## src/rtl/loader_pkg.sv

```systemverilog
// loader_pkg: constants and state encodings shared by the UART program loader
// and its receiver.
//   SYNC_BYTE            - first byte of every frame.
//   DEFAULT_CLKS_PER_BIT - 12 MHz system clock at 115200 baud.
//   loader_state_e       - frame-level FSM states.
//   rx_state_e           - byte-level receiver states.
package loader_pkg;

  localparam logic [7:0] SYNC_BYTE            = 8'hA5;
  localparam int         DEFAULT_CLKS_PER_BIT = 104;

  typedef enum logic [2:0] {
    ST_IDLE,
    ST_COUNT,
    ST_DATA,
    ST_CHECK,
    ST_DONE,
    ST_ERROR
  } loader_state_e;

  typedef enum logic [1:0] {
    RX_IDLE,
    RX_START,
    RX_DATA,
    RX_STOP
  } rx_state_e;

endpackage

```

## src/rtl/uart_rx.sv

```systemverilog
// uart_rx: 8N1 UART receiver, LSB first, line idles high.
//   clk      - system clock (rising edge)
//   reset    - asynchronous active-high reset
//   rxd      - asynchronous serial input
//   rx_byte  - last received byte, valid while rx_valid is high
//   rx_valid - one-cycle strobe: byte received with a good stop bit
//   rx_ferr  - one-cycle strobe: stop bit sampled low, byte discarded
module uart_rx
  import loader_pkg::*;
#(
  parameter int CLKS_PER_BIT = DEFAULT_CLKS_PER_BIT
) (
  input  logic       clk,
  input  logic       reset,
  input  logic       rxd,
  output logic [7:0] rx_byte,
  output logic       rx_valid,
  output logic       rx_ferr
);

  localparam int              CNT_W     = $clog2(CLKS_PER_BIT);
  localparam logic [CNT_W-1:0] FULL_LAST = CNT_W'(CLKS_PER_BIT - 1);
  localparam logic [CNT_W-1:0] HALF_LAST = CNT_W'(CLKS_PER_BIT / 2 - 1);

  rx_state_e        state_q, state_d;
  logic             rxd_meta_q, rxd_sync_q, rxd_prev_q;
  logic [CNT_W-1:0] cnt_q, cnt_d;
  logic [2:0]       bit_idx_q, bit_idx_d;
  logic [7:0]       shift_q, shift_d;
  logic             valid_q, valid_d;
  logic             ferr_q, ferr_d;

  // NOTE: sequential state uses non-blocking assignments only, so every flop
  // samples the pre-edge value of every other flop regardless of block order.
  always_ff @(posedge clk or posedge reset) begin
    if (reset) begin
      rxd_meta_q <= 1'b1;
      rxd_sync_q <= 1'b1;
      rxd_prev_q <= 1'b1;
      state_q    <= RX_IDLE;
      cnt_q      <= '0;
      bit_idx_q  <= '0;
      shift_q    <= '0;
      valid_q    <= 1'b0;
      ferr_q     <= 1'b0;
    end else begin
      rxd_meta_q <= rxd;
      rxd_sync_q <= rxd_meta_q;
      rxd_prev_q <= rxd_sync_q;
      state_q    <= state_d;
      cnt_q      <= cnt_d;
      bit_idx_q  <= bit_idx_d;
      shift_q    <= shift_d;
      valid_q    <= valid_d;
      ferr_q     <= ferr_d;
    end
  end

  // NOTE: every variable gets a default before the case so no path leaves a
  // value unassigned, which would otherwise infer a latch.
  always_comb begin
    state_d   = state_q;
    cnt_d     = cnt_q + 1'b1;
    bit_idx_d = bit_idx_q;
    shift_d   = shift_q;
    valid_d   = 1'b0;
    ferr_d    = 1'b0;
    case (state_q)
      RX_IDLE: begin
        cnt_d = '0;
        // Edge, not level: a line still low after a framing error must not
        // retrigger.
        if (rxd_prev_q && !rxd_sync_q) state_d = RX_START;
      end
      RX_START: begin
        if (cnt_q == HALF_LAST) begin
          cnt_d     = '0;
          bit_idx_d = '0;
          state_d   = rxd_sync_q ? RX_IDLE : RX_DATA;
        end
      end
      RX_DATA: begin
        if (cnt_q == FULL_LAST) begin
          cnt_d     = '0;
          shift_d   = {rxd_sync_q, shift_q[7:1]};
          bit_idx_d = bit_idx_q + 3'd1;
          if (bit_idx_q == 3'd7) state_d = RX_STOP;
        end
      end
      RX_STOP: begin
        // Back to idle at mid-stop so a following start edge is never missed.
        if (cnt_q == FULL_LAST) begin
          cnt_d   = '0;
          state_d = RX_IDLE;
          valid_d = rxd_sync_q;
          ferr_d  = !rxd_sync_q;
        end
      end
      default: state_d = RX_IDLE;
    endcase
  end

  assign rx_byte  = shift_q;
  assign rx_valid = valid_q;
  assign rx_ferr  = ferr_q;

endmodule

```

## src/rtl/uart_program_loader.sv

```systemverilog
// uart_program_loader: receives a framed program image over UART and writes
// it word by word into instruction RAM, holding the CPU in reset until a
// checksum-verified image is loaded.
// Frame: A5, N (0 => 2**DEPTH_I words), N*4 little-endian data bytes, C.
//   clk       - system clock (rising edge)
//   reset     - asynchronous active-high reset
//   uart_rxd  - serial input, 8N1
//   ram_we    - one-cycle instruction RAM write strobe
//   ram_addr  - write address (modulo 2**DEPTH_I)
//   ram_data  - write data
//   cpu_reset - holds the CPU in reset unless the last load succeeded
//   done      - last load succeeded
//   error     - last load failed (checksum, framing or timeout)
module uart_program_loader
  import loader_pkg::*;
#(
  parameter int CLKS_PER_BIT   = DEFAULT_CLKS_PER_BIT,
  parameter int DEPTH_I        = 8,
  parameter int TIMEOUT_CYCLES = 2**20
) (
  input  logic               clk,
  input  logic               reset,
  input  logic               uart_rxd,
  output logic               ram_we,
  output logic [DEPTH_I-1:0] ram_addr,
  output logic [31:0]        ram_data,
  output logic               cpu_reset,
  output logic               done,
  output logic               error
);

  // Word counter must hold both 255 and 2**DEPTH_I.
  localparam int              WL_W       = ((DEPTH_I > 8) ? DEPTH_I : 8) + 1;
  localparam logic [WL_W-1:0] FULL_WORDS = WL_W'(2**DEPTH_I);
  localparam int              GAP_W      = $clog2(TIMEOUT_CYCLES + 1);
  localparam logic [GAP_W-1:0] GAP_LAST  = GAP_W'(TIMEOUT_CYCLES - 1);

  logic [7:0] rx_byte;
  logic       rx_valid, rx_ferr;

  uart_rx #(.CLKS_PER_BIT(CLKS_PER_BIT)) u_rx (
    .clk      (clk),
    .reset    (reset),
    .rxd      (uart_rxd),
    .rx_byte  (rx_byte),
    .rx_valid (rx_valid),
    .rx_ferr  (rx_ferr)
  );

  loader_state_e      state_q, state_d;
  logic [7:0]         acc_q, acc_d;
  logic [WL_W-1:0]    words_left_q, words_left_d;
  logic [1:0]         byte_idx_q, byte_idx_d;
  logic [23:0]        word_q, word_d;
  logic [DEPTH_I-1:0] wr_addr_q, wr_addr_d;
  logic [GAP_W-1:0]   gap_q, gap_d;
  logic               ram_we_q, ram_we_d;
  logic [DEPTH_I-1:0] ram_addr_q, ram_addr_d;
  logic [31:0]        ram_data_q, ram_data_d;
  logic               cpu_reset_q, cpu_reset_d;
  logic               done_q, done_d;
  logic               error_q, error_d;
  logic [7:0]         acc_sum;
  logic               in_frame, timeout_hit;

  always_ff @(posedge clk or posedge reset) begin
    if (reset) begin
      state_q      <= ST_IDLE;
      acc_q        <= '0;
      words_left_q <= '0;
      byte_idx_q   <= '0;
      word_q       <= '0;
      wr_addr_q    <= '0;
      gap_q        <= '0;
      ram_we_q     <= 1'b0;
      ram_addr_q   <= '0;
      ram_data_q   <= '0;
      cpu_reset_q  <= 1'b1;
      done_q       <= 1'b0;
      error_q      <= 1'b0;
    end else begin
      state_q      <= state_d;
      acc_q        <= acc_d;
      words_left_q <= words_left_d;
      byte_idx_q   <= byte_idx_d;
      word_q       <= word_d;
      wr_addr_q    <= wr_addr_d;
      gap_q        <= gap_d;
      ram_we_q     <= ram_we_d;
      ram_addr_q   <= ram_addr_d;
      ram_data_q   <= ram_data_d;
      cpu_reset_q  <= cpu_reset_d;
      done_q       <= done_d;
      error_q      <= error_d;
    end
  end

  always_comb begin
    state_d      = state_q;
    acc_d        = acc_q;
    words_left_d = words_left_q;
    byte_idx_d   = byte_idx_q;
    word_d       = word_q;
    wr_addr_d    = wr_addr_q;
    gap_d        = gap_q;
    ram_we_d     = 1'b0;
    ram_addr_d   = ram_addr_q;
    ram_data_d   = ram_data_q;
    cpu_reset_d  = cpu_reset_q;
    done_d       = done_q;
    error_d      = error_q;
    acc_sum      = acc_q + rx_byte;
    in_frame     = (state_q == ST_COUNT) || (state_q == ST_DATA) ||
                   (state_q == ST_CHECK);
    timeout_hit  = (gap_q == GAP_LAST);

    // Saturating gap counter; reaching the last value means this edge is the
    // TIMEOUT_CYCLES-th since the most recent byte.
    if (rx_valid || rx_ferr) gap_d = '0;
    else if (!timeout_hit)   gap_d = gap_q + 1'b1;

    case (state_q)
      ST_IDLE, ST_DONE, ST_ERROR: begin
        if (rx_valid && rx_byte == SYNC_BYTE) begin
          state_d     = ST_COUNT;
          done_d      = 1'b0;
          error_d     = 1'b0;
          cpu_reset_d = 1'b1;
        end
      end
      ST_COUNT: begin
        if (rx_valid) begin
          acc_d        = rx_byte;
          words_left_d = (rx_byte == 8'h00) ? FULL_WORDS : WL_W'(rx_byte);
          wr_addr_d    = '0;
          byte_idx_d   = '0;
          state_d      = ST_DATA;
        end
      end
      ST_DATA: begin
        if (rx_valid) begin
          acc_d      = acc_sum;
          byte_idx_d = byte_idx_q + 2'd1;
          case (byte_idx_q)
            2'd0: word_d[7:0]   = rx_byte;
            2'd1: word_d[15:8]  = rx_byte;
            2'd2: word_d[23:16] = rx_byte;
            default: begin
              ram_we_d     = 1'b1;
              ram_addr_d   = wr_addr_q;
              ram_data_d   = {rx_byte, word_q};
              wr_addr_d    = wr_addr_q + 1'b1;
              words_left_d = words_left_q - 1'b1;
              if (words_left_q == WL_W'(1)) state_d = ST_CHECK;
            end
          endcase
        end
      end
      ST_CHECK: begin
        if (rx_valid) begin
          if (acc_sum == 8'h00) begin
            state_d     = ST_DONE;
            done_d      = 1'b1;
            cpu_reset_d = 1'b0;
          end else begin
            state_d = ST_ERROR;
            error_d = 1'b1;
          end
        end
      end
      default: state_d = ST_IDLE;
    endcase

    // A byte arriving on the timeout edge still counts as arriving in time.
    if (in_frame && (rx_ferr || (timeout_hit && !rx_valid))) begin
      state_d     = ST_ERROR;
      error_d     = 1'b1;
      cpu_reset_d = 1'b1;
    end
  end

  assign ram_we    = ram_we_q;
  assign ram_addr  = ram_addr_q;
  assign ram_data  = ram_data_q;
  assign cpu_reset = cpu_reset_q;
  assign done      = done_q;
  assign error     = error_q;

endmodule

```

## config.mk

```make
export PLATFORM = sky130hd
export DESIGN_NAME = uart_program_loader
export DESIGN_NICKNAME = d
export VERILOG_FILES = /design/src/rtl/loader_pkg.sv /design/src/rtl/uart_rx.sv /design/src/rtl/uart_program_loader.sv
export SDC_FILE = /design/constraint.sdc
export NUM_CORES = 1
export LEC_CHECK = 0
export ABC_CLOCK_PERIOD_IN_PS = 6100
export BUFFER_PORTS_ARGS = -buffer_cell sky130_fd_sc_hd__buf_2
export CORE_ASPECT_RATIO = 1.5
export CORE_UTILIZATION = 55
export CTS_CLUSTER_DIAMETER = 30
export DETAILED_ROUTE_END_ITERATION = 12
export GPL_ROUTABILITY_DRIVEN = 0
export MAX_ROUTING_LAYER = met4
export PLACE_DENSITY_LB_ADDON = 0.12
export SYNTH_ARGS = -nofsm -noshare
export SYNTH_HDL_FRONTEND = slang
export SYNTH_SLANG_ARGS = --single-unit
```

## constraint.sdc

```tcl
create_clock -name clk -period 6.1 [get_ports clk]
set_input_delay 0.61 -clock clk [delete_from_list [all_inputs] [get_ports clk]]
set_output_delay 0.61 -clock clk [all_outputs]
set_load 0.01 [all_outputs]
```

* Word-level counts from Yosys, hierarchy flattened
Index checks and enable logic that the tools add are counted.
Word-level totals: memories 0, output and inout bits 44, register bits 144, input bits 3, latch bits 0, logic and storage cells 162, bits in writable memories 0, ROM bits 0
Cells by class: shift operators 0, $lt $le $gt $ge 0, reduce and logical (&&, ||, !) cells 35, mux-type cells 59, bitwise gates (word level) 1, div/mod/pow operators 0, add/sub/neg operators 7, equality and inequality tests 36, multipliers 0
Operators by type and width (number):
- 21-bit 2-to-1 mux | 2
- 8-bit 2-to-1 mux | 5
- 9-bit 2-to-1 mux | 4
- 8-bit one-hot mux with 2 select lines | 2
- 3-bit 2-to-1 mux | 9
- 21-bit by 1-bit adder with 21-bit output (second input constant) | 1
- 21-bit by 20-bit equality test with 1-bit output (second input constant) | 1
- 7-bit one-hot mux with 3 select lines | 1
- 2-bit by 1-bit != test with 1-bit output (second input constant) | 10
- 1-bit 2-to-1 mux | 18
- 9-bit one-hot mux with 2 select lines | 1
- 3-bit AND reduction | 6
- 8-bit logical NOT | 2
- 2-bit 2-to-1 mux | 8
- 4-bit AND reduction | 4
- 3-bit by 1-bit != test with 1-bit output (second input constant) | 5
- 7-bit 2-to-1 mux | 2
- 3-bit one-hot mux with 4 select lines | 1
- 3-bit equality test (second input constant) | 3
- 9-bit by 1-bit equality test with 1-bit output (second input constant) | 1
- 9-bit by 1-bit subtractor with 9-bit output (second input constant) | 1
- 8-bit by 1-bit adder with 8-bit output (second input constant) | 1
- 8-bit adder | 1
- 8-bit equality test (second input constant) | 1
- 29 further kinds | 48

* Depth between registers and ports, before layout
Gate-level depths: netlist of run 1.
depth after elaboration 6, mapped depth 9, mapped depth without buffers 9

* Modules after synthesis
A second synthesis of run 1 with hierarchy kept.
Unflattened totals: cell total of the unflattened synthesis 700, area, all modules 6975.4 sq um
Modules (own cells, without submodules):
- uart_program_loader | instances 1, cells an instance 609, sequential area each 2979.1 sq um, area an instance 5838.1 sq um
- uart_rx | instances 1, cells an instance 91, sequential area each 629.4 sq um, area an instance 1137.3 sq um

* Worst setup path after synthesis of run 1
Ideal clock, no wire load.
path kind flip-flop to flip-flop, start point register u_rx.shift_q[1] (netlist: u_rx.rx_byte[1]), end point register error_q (netlist: error), setup slack 3.957 ns, arrival time 2.002 ns, setup time 0.141 ns, cell stages (with the launch flop) 9, clock period less this slack 2.143 ns, data required time 5.959 ns, buffers on the path 0, path through dfrtp_1 -> inv_1 -> fa_1 -> nand2b_1 -> a21oi_1 -> mux2i_1 -> and2_0 -> nor3b_1 -> o211ai_1
On the way: cells in the longest elaborated chain, start to end 4, elaborated cells on any way between the ends 7, classes of those cells add/sub: 1; eq/ne: 3; reduce/logical: 3
RTL lines:
- start: declaration | line uart_rx.sv:29 | logic [7:0] shift_q, shift_d;
- start signal: assignment | line uart_rx.sv:53 | shift_q <= shift_d;
- 8-bit adder or 8-bit equality test (tied branches) | line uart_program_loader.sv:112, uart_program_loader.sv:124
- 8-bit logical NOT or 1-bit logical AND (tied branches) | line uart_program_loader.sv:161, uart_program_loader.sv:124
- 3-bit by 2-bit != test with 1-bit output (no line) or 3-bit != test (tied branches)
- 4-bit AND reduction (no line) *
- end signal: assignment | line uart_program_loader.sv:94 | error_q <= error_d;
- end: declaration | line uart_program_loader.sv:62 | logic error_q, error_d;
Mark *: on every way between the ends. The rest lies on a longest branch, timed or not. A chain may end at the register's enable or synchronous reset.

* Worst setup path in the final report of run 1
start point register state_q[1], end point register ram_data_q[17] (netlist: ram_data[17])
On the way: cells in the longest elaborated chain, start to end 2
RTL lines:
- start: declaration | line uart_program_loader.sv:50 | loader_state_e state_q, state_d;
- start signal: assignment | line uart_program_loader.sv:82 | state_q <= state_d;
- 3-bit by 2-bit equality test with 1-bit output | line uart_program_loader.sv:122 | case (state_q)
- 3-bit AND reduction (no line)
- end signal: assignment | line uart_program_loader.sv:91 | ram_data_q <= ram_data_d;
- end: declaration | line uart_program_loader.sv:59 | logic [31:0] ram_data_q, ram_data_d;
Every way passes these cells.

==> flow_summary.toml, run 1 <==
[synthesis]
ys_seq_area_share_pct = 53.4
synth_area_leader_cell = "dfrtp_1"
yosys_warnings = 0
synth_area_um2 = 6750
ys_ff_latch = 144
syn_avg_cell_area_um2 = 10.9
yosys.area.top_type_share_pct = 51.9
netlist_instances = 619
synth_flop_cell = "dfrtp_1"
synth_area_leaders = "dfrtp_1 (52%), mux2_2 (10%), nand2_1 (3.4%), ha_1 (3.3%), nor2_1 (3.3%)"
synth_fp_nets = 641
synth.distinct_cells = 59
ys_async_sr_fraction_pct = 100
synth_edf_count = 0

[clocking]
clk_pin_slew_ns = 0.07
cts-resized-gates = 0
hold_buffers = 0
cts_tree = "yes"
htreeDepth = 4
clk_latency_ns = 0.42
cts_setup_buffers = 0
clockRootBuffer = "clkbuf_16"
cts_made_buffers = 17
clock-sinks = 144
ctsLongestPathBuffers = 2

[placement]
port_buffers = 46
dp_hpwl_mm = 8.93
postPlaceCellArea_um2 = 7090

[worst_setup_path]
worstPathArrival_ns = 3.86
cp-end-kind = "flip-flop"
critPathLaunchType = "flip-flop"
worstSetupPathType = "reg2reg"
cp_slowest_stage_delay_ns = 1.07
critPathRequiredTime_ns = 6.41
r2r_slack_ns = 2.54
reg2reg_to = "ram_data[17]$_DFFE_PP0P_"
path_cells = "or3b_1 > o2111ai_1 > nor2_4 > mux2_2"
crit_path_top_delay_cell = "nor2_4"
worst-path-max-fanout = 42
r2r_start = "state_q[1]$_DFFE_PP0P_"
rr_worst_depth = 4

[finish]
final_common_cell = "dfrtp_1"
utilization_pct = 64.2
final_nets = 680
drive_gt1_share_pct = 23.4
final_cell_area_um2 = 7680
layout_common_cells = "dfrtp_1 (140), nand2_1 (62), mux2_2 (60), nor2_1 (58), buf_2 (46)"
area_growth_pct = 13.7
diodes = 0

[timing]
final.setup_skew_ns = 0.00913
tightest_slew_ns = 1.18
fmaxAchievable_mhz = 281
slew_headroom_pct = 21.0
hold_slack_ns = 0.276
slew_violations = 0
final-hold-violation-count = 0
rsz0062_at_grt = "false"
fin_crit_ns = 3.56
setup_tns_ns = 0
setup_viol = 0
timing.final.crit_share_pct = 58.3

[die]
core_um2 = 12000
die_h_um = 138
row_count = 49
die_w_um = 92.5
io_pins = 47
initial_core_util_pct = 56.5
die_area_um2 = 12700

[power]
p_int_w = 0.00158
power_frac_clock_pct = 49.7
switching_share_pct = 24.4
leakagePower_nw = 3.77
pwr-share-seq_pct = 47.6
p_sw_w = 0.000509
p_comb_share_pct = 2.8
power_density_nw_per_um2 = 272
ir_drop_uv = 194

[drt]
finalWirelength_mm = 13.6
routed_via_density = 5.79
wl_per_cell_um = 16.6
drc_errors = 0
detail_route.iter0.violations = 246
final_antenna_net_count = 0
dr.pass1.iters = 4
num_vias = 4770

[run_status]
status = "finished, final reports clean"

[global_route]
grt_pass1_vias = 4826
antenna_found_initial = 0
overflow = 0
grt_pass1_wl_mm = 22.9
grt_usage_pct = 24.1
grt_max_degree = 76

[job]
maxCapViolCount = 0

[min_path]
hold_class = "in2async"
## stage by stage
stage | power [W] | worst slack, ns | instances
after floorplan | 0.00105 | 1.63 | 619
after global placement | 0.00107 | 2.68 | 792
after detailed placement | 0.00107 | 2.55 | 792
after CTS | 0.00210 | 2.52 | 824
after global routing | 0.00216 | 2.29 | 824
final | 0.00209 | 2.54 | 824
## how the worst max path moves through the flow
stage | cells past startpoint | start | slack [ns] | endpoint
after floorplan | 1 | reset | 1.63 | asynchronous set/reset pin
after global placement | 4 | state_q[1]$_DFFE_PP0P_ | 2.68 | ram_data[14]$_DFFE_PP0P_
after detailed placement | 4 | state_q[1]$_DFFE_PP0P_ | 2.55 | ram_data[15]$_DFFE_PP0P_
after CTS | 4 | state_q[1]$_DFFE_PP0P_ | 2.52 | ram_data[17]$_DFFE_PP0P_
after global routing | 4 | state_q[1]$_DFFE_PP0P_ | 2.29 | ram_data[17]$_DFFE_PP0P_
final | 4 | state_q[1]$_DFFE_PP0P_ | 2.54 | ram_data[17]$_DFFE_PP0P_
## power by group through the flow
stage	registers [W]	clock network, W	logic (W)
finish	0.000993	0.00104	0.0000578
global route	0.000997	0.00109	0.0000684
CTS	0.000993	0.00105	0.0000606
detailed placement	0.00101	0	0.0000603
global placement	0.00101	0	0.0000565
floorplan	0.00100	0	0.0000488
## sequential cells by signal (all words and copies together), names as in the netlist, 2 cells and up, named ones only
signal / flops
u_rx.bit_idx_q: 3
gap_q: 21
ram_addr: 8
word_q: 24
u_rx.rx_byte: 8
words_left_q: 9
acc_q: 8
wr_addr_q: 8
u_rx.cnt_q: 7
ram_data: 32
byte_idx_q: 2
state_q: 3
## area by class of cell
type	instances	area [um2]
Sequential cell	144	3610
Clock inverter	15	164
Tap cell	153	191
Inverter	13	53.8
Clock buffer	17	425
Fill cell	963	4280
Multi-Input combinational cell	434	2990
Timing Repair Buffer	48	245
## metal layers
metal | GRT usage (%) | vias to the layer above | share of wire (%)
met3 | 4.42 | 36 | 3.2
met1 | 27.3 | 2364 | 42
met2 | 40.0 | 111 | 52
li1 | - | 2259 | -
met4 | 13.7 | 0 | 3.4
met5 | - | - | 0
## critical path: cells and delay by family (launching register included)
family,cells,cell delay (ns)
compound gates,1,0.56
flops,1,0.57
mux,1,0.44
simple gates,2,1.82
## cell usage after synthesis (4+ instances only)
cell type  count
nor4_1         4
dfrtp_1      140
nand2b_1       4
nand2_1       62
inv_1         13
xnor2_1       12
nand4_1        7
nor3b_1        8
buf_2          5
clkbuf_1      22
nand3_1       19
a31oi_1       10
dfstp_2        4
o31ai_1        5
and2_1         4
mux2_2        60
o21a_1         4
xor2_1        23
o21ai_0       33
nor2b_1        5
ha_1          18
and3_1         4
a21oi_1       30
nor3_1         9
nor2_1        59
## cell families (layout without fill, tap and decap cells)
group                    count (synthesis)  in the layout  share of synthesized area (%)
adder cells (fa/ha/maj)                 19             19                           3.63
AO/OA/AOI/OAI                          107            107                           9.73
AND/OR/NAND/NOR                        208            208                           15.5
XOR/XNOR                                35             35                           4.54
multiplexers                            65             65                           10.8
flip-flops                             144            144                           53.4
buffers and inverters                   41             93                           2.37
Note: power is estimated with default switching activity, not from simulation.
==> run 2: changes to the inputs <==
--- a/config.mk
+++ b/config.mk
@@ -5,7 +5,8 @@
 export SDC_FILE = /design/constraint.sdc
 export NUM_CORES = 1
 export LEC_CHECK = 0
-export ABC_CLOCK_PERIOD_IN_PS = 6100
+export ABC_AREA = 1
+export ABC_CLOCK_PERIOD_IN_PS = 3130
 export BUFFER_PORTS_ARGS = -buffer_cell sky130_fd_sc_hd__buf_2
 export CORE_ASPECT_RATIO = 1.5
 export CORE_UTILIZATION = 55
==> constraint.sdc (replaced) <==
create_clock -name clk -period 3.13 [get_ports clk]
set_input_delay 0.313 -clock clk [delete_from_list [all_inputs] [get_ports clk]]
set_output_delay 0.313 -clock clk [all_outputs]
set_load 0.01 [all_outputs]
==> run 2 against run 1 <==
  * Critical path depth up 11
  * Clock power up 95%
  * Global-route usage rose by 1.6 points
  * Power increased by 94%
  * Sequential share of layout area decreased by 1.4 points
  * Worst setup slack worse by 1.6 ns
  * Sequential power is 92% higher
  * Largest cell class unchanged
  * Design area is 3.2% higher
  * Wire length is 11% higher
  * Clock skew is 0.00069 ns lower
  * First-iteration DRC count rose by 37%
==> flow_summary.toml, run 2 <==
[run_status]
status = "finished, final reports clean"

[drt]
detail_route.iter0.violations = 338
met1_length_mm = 6.45
wl_met2_mm = 7.85
wl_per_cell_um = 14.4
top_layer_used = "met4"
routed_via_density = 5.42
final_antenna_net_count = 0
num_vias = 5741
drc_errors = 0
wl_met3_um = 579
finalWirelength_mm = 15.2
dr.pass1.iters = 5

[global_route]
overflow = 0
grt_pass1_vias = 5563
grt_usage_pct = 25.7
grt_pass1_wl_mm = 25.5
antenna_found_initial = 0
grt_max_degree = 145

[worst_setup_path]
critPathLaunchType = "flip-flop"
critPathRequiredTime_ns = 3.43
worstPathArrival_ns = 2.47
crit_buf_inv = 2
path_delay_family = "simple AND/OR/NAND/NOR gates"
crit_path_top_delay_cell = "dfrtp_1"
worstSetupPathType = "reg2reg"
cp-end-kind = "flip-flop"
path_common_cell = "nand2_1"
worst-path-max-fanout = 6
cp_slowest_stage_delay_ns = 0.42
path_cells = "ha_1 > inv_1 > fa_1 > inv_1 > nand2_1 > nand2_1 > nand2_1 > nand2_1 > nand3_1 > nor2_1 > nand2_1 > nand2_1 > nand3_1 > nor2_1 > nor2_1"

[placement]
postPlaceCellArea_um2 = 7320
port_buffers = 46
dp_hpwl_mm = 10.8

[synthesis]
yosys.area.top_type_share_pct = 50.5
netlist_instances = 841
ys_async_sr_fraction_pct = 100
yosys-top-cells-count = "nand2_1 (270), dfrtp_1 (140), inv_1 (84)"
synth_edf_count = 0
ys_seq_area_share_pct = 52.0
yosys_warnings = 0
syn_avg_cell_area_um2 = 8.25
synth_area_leader_cell = "dfrtp_1"
synth_flop_cell = "dfrtp_1"
synth_area_um2 = 6940
synth_fp_nets = 863
synth.most_common_cell = "nand2_1"
ys_ff_latch = 144
synth.distinct_cells = 45
synth_area_leaders = "dfrtp_1 (50%), nand2_1 (15%), o21ai_0 (4.8%), inv_1 (4.5%), nor2_1 (3.8%)"

[timing]
slew_headroom_pct = 45.0
timing.final.crit_share_pct = 69.1
rsz0062_at_grt = "false"
fin_crit_ns = 2.16
tightest_slew_ns = 0.824
final-hold-violation-count = 0
setup_tns_ns = 0
slew_violations = 0
setup_viol = 0
fmaxAchievable_mhz = 462
final.setup_skew_ns = 0.00845

[clocking]
cts-resized-gates = 0
cts_setup_buffers = 0
clockRootBuffer = "clkbuf_16"
ctsLongestPathBuffers = 2
clock-sinks = 144
htreeDepth = 4
clk_pin_slew_ns = 0.06
cts_made_buffers = 17
clk_latency_ns = 0.41
cts_tree = "yes"

[finish]
largest_register_ff_count = 32
diodes = 0
final_cell_area_um2 = 7920
drive_gt1_share_pct = 13.7
layout_common_cells = "nand2_1 (270), dfrtp_1 (140), inv_1 (83), nor2_1 (70), o21ai_0 (66)"
utilization_pct = 65.3
final_common_cell = "nand2_1"
area_growth_pct = 14.2
final_nets = 915

[die]
core_um2 = 12100
initial_core_util_pct = 57.2
die_h_um = 140
row_count = 49
die_w_um = 93.7
io_pins = 47
die_area_um2 = 13100

[power]
leakagePower_nw = 4.04
total_power_w = 0.00406
power_density_nw_per_um2 = 512
ir_drop_uv = 375

[job]
maxCapViolCount = 0

[min_path]
hold_class = "in2async"
run 2: cell count changes after synthesis, sizes merged, moves of 20 or more:
cell   change
nand2    +214
inv       +80
mux2      -63
o21ai     +45
nor2      +21
nand3     +20
run 2: path summary, 6_finish.rpt:
| path | start | to | slack (ns) | cells past startpoint |
|---|---|---|---|---|
| max | u_rx.rx_byte[0]$_DFFE_PP0P_ | state_q[0]$_DFFE_PP0P_ | 0.97 | 15 |
| min | reset | gap_q[12]$_DFFE_PP0P_ | 0.04 | 3 |
| max reg2reg | u_rx.rx_byte[0]$_DFFE_PP0P_ | state_q[0]$_DFFE_PP0P_ | 0.97 | 15 |
| min reg2reg | u_rx.rxd_meta_q$_DFF_PP1_ | u_rx.rxd_sync_q$_DFF_PP1_ | 0.36 | 0 |
| max in group asynchronous | reset | state_q[2]$_DFFE_PP0P_ | 2.41 | 3 |
| min in group clk | u_rx.rxd_meta_q$_DFF_PP1_ | u_rx.rxd_sync_q$_DFF_PP1_ | 0.36 | 0 |
run 2: kinds of logic (layout without fill, tap and decap cells):
family                   Yosys count  after routing  share of synthesized area (%)
XOR/XNOR                          11             11                           1.39
AND/OR/NAND/NOR                  435            435                           27.2
buffers and inverters            112            177                           6.44
AO/OA/AOI/OAI                    120            120                           9.38
flip-flops                       144            144                           52.0
adder cells (fa/ha/maj)           19             19                           3.53
run 2: report_power, final:
group | total [W] | internal (W) | switching, W
registers | 0.00191 | 0.00189 | 0.0000218
logic | 0.000125 | 0.0000344 | 0.0000906
clock network | 0.00203 | 0.00121 | 0.000815
total | 0.00406 | 0.00313 | 0.000928
run 2: what timing repair did:
action / CTS / global route
hold buffers: 1 / 0
endpoints found under the hold margin: 1 / 0
endpoints found under the setup margin: 0 / 0
run 2: metal layers:
layer  track usage (%)  up-vias
met5                 -        -
li1                  -     2809
met4              9.80        0
met2              43.6      175
met3              5.41       25
met1              29.4     2732
run 2: cell type report:
type,count,area (um2)
clock buffers,19,443
clock inverters,13,151
inverters,93,355
well taps,153,191
multi-input cells,585,2880
fillers,1014,4220
flip-flops and latches,144,3610
repair buffers,52,290
run 2: stage by stage:
| step | setup WS (ns) | instances | hold WS, ns |
|---|---|---|---|
| floorplan | 1.02 | 841 | 0.317 |
| global route | 0.772 | 1059 | 0.192 |
| CTS | 1.01 | 1059 | 0.155 |
| global placement | 1.07 | 1026 | 0.347 |
| finish | 0.966 | 1059 | 0.0440 |
| detailed placement | 1.03 | 1026 | 0.351 |
run 2: tightest hold or removal path, cell delays in order:
cell and delay (ns):
buf_2 0.11, clkinvlp_4 0.07, buf_12 0.47
==> run 3: changes to the inputs <==
--- a/config.mk
+++ b/config.mk
@@ -6,7 +6,7 @@
 export NUM_CORES = 1
 export LEC_CHECK = 0
 export ABC_AREA = 1
-export ABC_CLOCK_PERIOD_IN_PS = 3130
+export ABC_CLOCK_PERIOD_IN_PS = 1800
 export BUFFER_PORTS_ARGS = -buffer_cell sky130_fd_sc_hd__buf_2
 export CORE_ASPECT_RATIO = 1.5
 export CORE_UTILIZATION = 55
==> constraint.sdc (replaced) <==
create_clock -name clk -period 1.8 [get_ports clk]
set_input_delay 0.18 -clock clk [delete_from_list [all_inputs] [get_ports clk]]
set_output_delay 0.18 -clock clk [all_outputs]
set_load 0.01 [all_outputs]
==> run 3 against run 2 <==
  * The run now ends with negative setup slack left
  * Hold slack gained 0.32 ns
  * Combinational power grew 89%
  * Utilization is 4.1 points higher
  * Wire length is 5.4% higher
  * Register-to-register slack lost 1.2 ns
  * Cell count grew 4.7%
  * Critical path depth is 2 lower
  * Critical endpoint is now acc_q[4]$_DFFE_PP0P_
  * Highest routed layer unchanged
  * Sequential power grew 74%
  * Clock-buffer cell count down 2
  * Flip-flop and latch count is the same
==> flow_summary.toml, run 3 (synthesized netlist as in run 2, its figures left out) <==
[run_status]
status = "complete, but fails checks"
violations = "negative setup slack"

[die]
core_um2 = 12100
die_w_um = 93.7
row_count = 49
die_h_um = 140
io_pins = 47
initial_core_util_pct = 57.2
die_area_um2 = 13100

[drt]
dr.pass1.iters = 5
drc_errors = 0
finalWirelength_mm = 16.0
routed_via_density = 5.34
num_vias = 5920
final_antenna_net_count = 0
wl_per_cell_um = 14.4
detail_route.iter0.violations = 364

[finish]
area_growth_pct = 21.4
multi_input_area_um2 = 2980
fillCellCount = 983
final_nets = 965
layout_common_cells = "nand2_1 (261), dfrtp_1 (140), inv_1 (80), nor2_1 (66), o21ai_0 (65)"
diodes = 0
largest_register_ff_count = 32
seqCellArea_um2 = 3610
layout.cells.non_filler = 1109
drive_gt1_share_pct = 21.0
final_common_cell = "nand2_1"
utilization_pct = 69.4

[clocking]
clockRootBuffer = "clkbuf_16"
htreeDepth = 4
clk_latency_ns = 0.42
clk_pin_slew_ns = 0.06
cts_made_buffers = 17
clock-sinks = 144
cts_tree = "yes"
ctsLongestPathBuffers = 2

[timing]
setup_viol = 5
fin_ws_ns = -0.196
slew_headroom_pct = 62.3
slew_violations = 0
setup_tns_ns = -0.864
final-hold-violation-count = 0
fmaxAchievable_mhz = 501
tightest_slew_ns = 0.565
fin_crit_ns = 2.00
rsz0062_at_grt = "true"
final.setup_skew_ns = 0.00941
timing.final.crit_share_pct = 111

[min_path]
hold_class = "in2async"

[power]
ir_drop_uv = 703
leakagePower_nw = 4.31
power_density_nw_per_um2 = 829

[placement]
place_inst = 1066
dp_slack_ns = -0.166
port_buffers = 46
dp_hpwl_mm = 11.6

[global_route]
grt_pass1_vias = 5811
grt_max_degree = 38
antenna_found_initial = 0
grt_usage_pct = 26.7
overflow = 0
grt_pass1_wl_mm = 26.4

[job]
maxCapViolCount = 0

[worst_setup_path]
critPathRequiredTime_ns = 2.11
worstPathArrival_ns = 2.30
cp-end-kind = "flip-flop"
worst-path-max-fanout = 2
worstSetupPathType = "reg2reg"
critPathLaunchType = "flip-flop"
[run 3: cell types whose count changed in the layout (fill, tap and decap cells not counted), sizes merged]
| cell | delta |
|---|---|
| dlygate4sd3 | +1 |
| clkinv | -1 |
| bufinv | -1 |
| clkbuf | -2 |
| buf | +49 |
| inv | +4 |
[run 3: timing repair]
action | CTS | global route
endpoints found under the setup margin | 4 | 39
hold buffers | 2 | 0
hold endpoints to repair | 17 | 0
gates cloned | 0 | 0
gates resized for setup | 3 | 27
setup buffers | 6 | 3
pin swaps | 6 | 11
[run 3: routing by layer]
metal	vias to the layer above	GRT usage (%)	routed length, um
met5	-	-	0
met4	0	10.7	539
met3	47	5.57	528
met2	161	45.9	8490
met1	2814	29.9	6460
li1	2898	-	-
[run 3: per-stage QoR]
step / area [um2] / hold WS [ns] / total power [W]
final: 8420 / 0.360 / 0.00698
after global placement: 7660 / 0.253 / 0.00360
after global routing: 8420 / 0.368 / 0.00723
after detailed placement: 7660 / 0.270 / 0.00361
after CTS: 8310 / 0.361 / 0.00706
after floorplan: 6950 / 0.184 / 0.00354
[run 3: worst max-delay path: stages (launching register included)]
cell     delay, ns
dfrtp_1       0.39
ha_4          0.16
inv_2         0.04
fa_2          0.38
inv_2         0.08
nand2_2       0.07
nand2_2       0.07
nand2_2       0.06
buf_4         0.13
buf_4         0.12
buf_4         0.12
buf_4         0.13
nand3_1       0.06
a21oi_1       0.06
[run 3: area by class of cell]
| type | count | share of cell area [%] |
|---|---|---|
| clock buffer | 17 | 5.05 |
| clock inverter | 15 | 1.78 |
| inverter | 93 | 4.25 |
| multi-input combinational | 585 | 35.4 |
| sequential | 144 | 42.8 |
| tap | 153 | 2.27 |
| timing repair buffer | 102 | 8.38 |
[run 3: worst paths after layout]
check | startpoint | to | slack [ns] | cells after the start
setup reg to reg | acc_q[0]$_DFFE_PP0P_ | acc_q[4]$_DFFE_PP0P_ | -0.20 | 13
hold reg to reg | u_rx.rxd_meta_q$_DFF_PP1_ | u_rx.rxd_sync_q$_DFF_PP1_ | 0.36 | 0
hold / removal | reset | u_rx.cnt_q[6]$_DFF_PP0_ | 0.36 | 3
setup / recovery | acc_q[0]$_DFFE_PP0P_ | acc_q[4]$_DFFE_PP0P_ | -0.20 | 13
min in group clk | u_rx.rxd_meta_q$_DFF_PP1_ | u_rx.rxd_sync_q$_DFF_PP1_ | 0.36 | 0
max in group asynchronous | reset | ram_data[5]$_DFFE_PP0P_ | 0.79 | 4
[run 3: where the power goes]
part / total, W / internal [W] / switching, W
clock: 0.00343 / 0.00195 / 0.00148
sequential: 0.00332 / 0.00328 / 0.0000397
combinational: 0.000236 / 0.0000726 / 0.000163
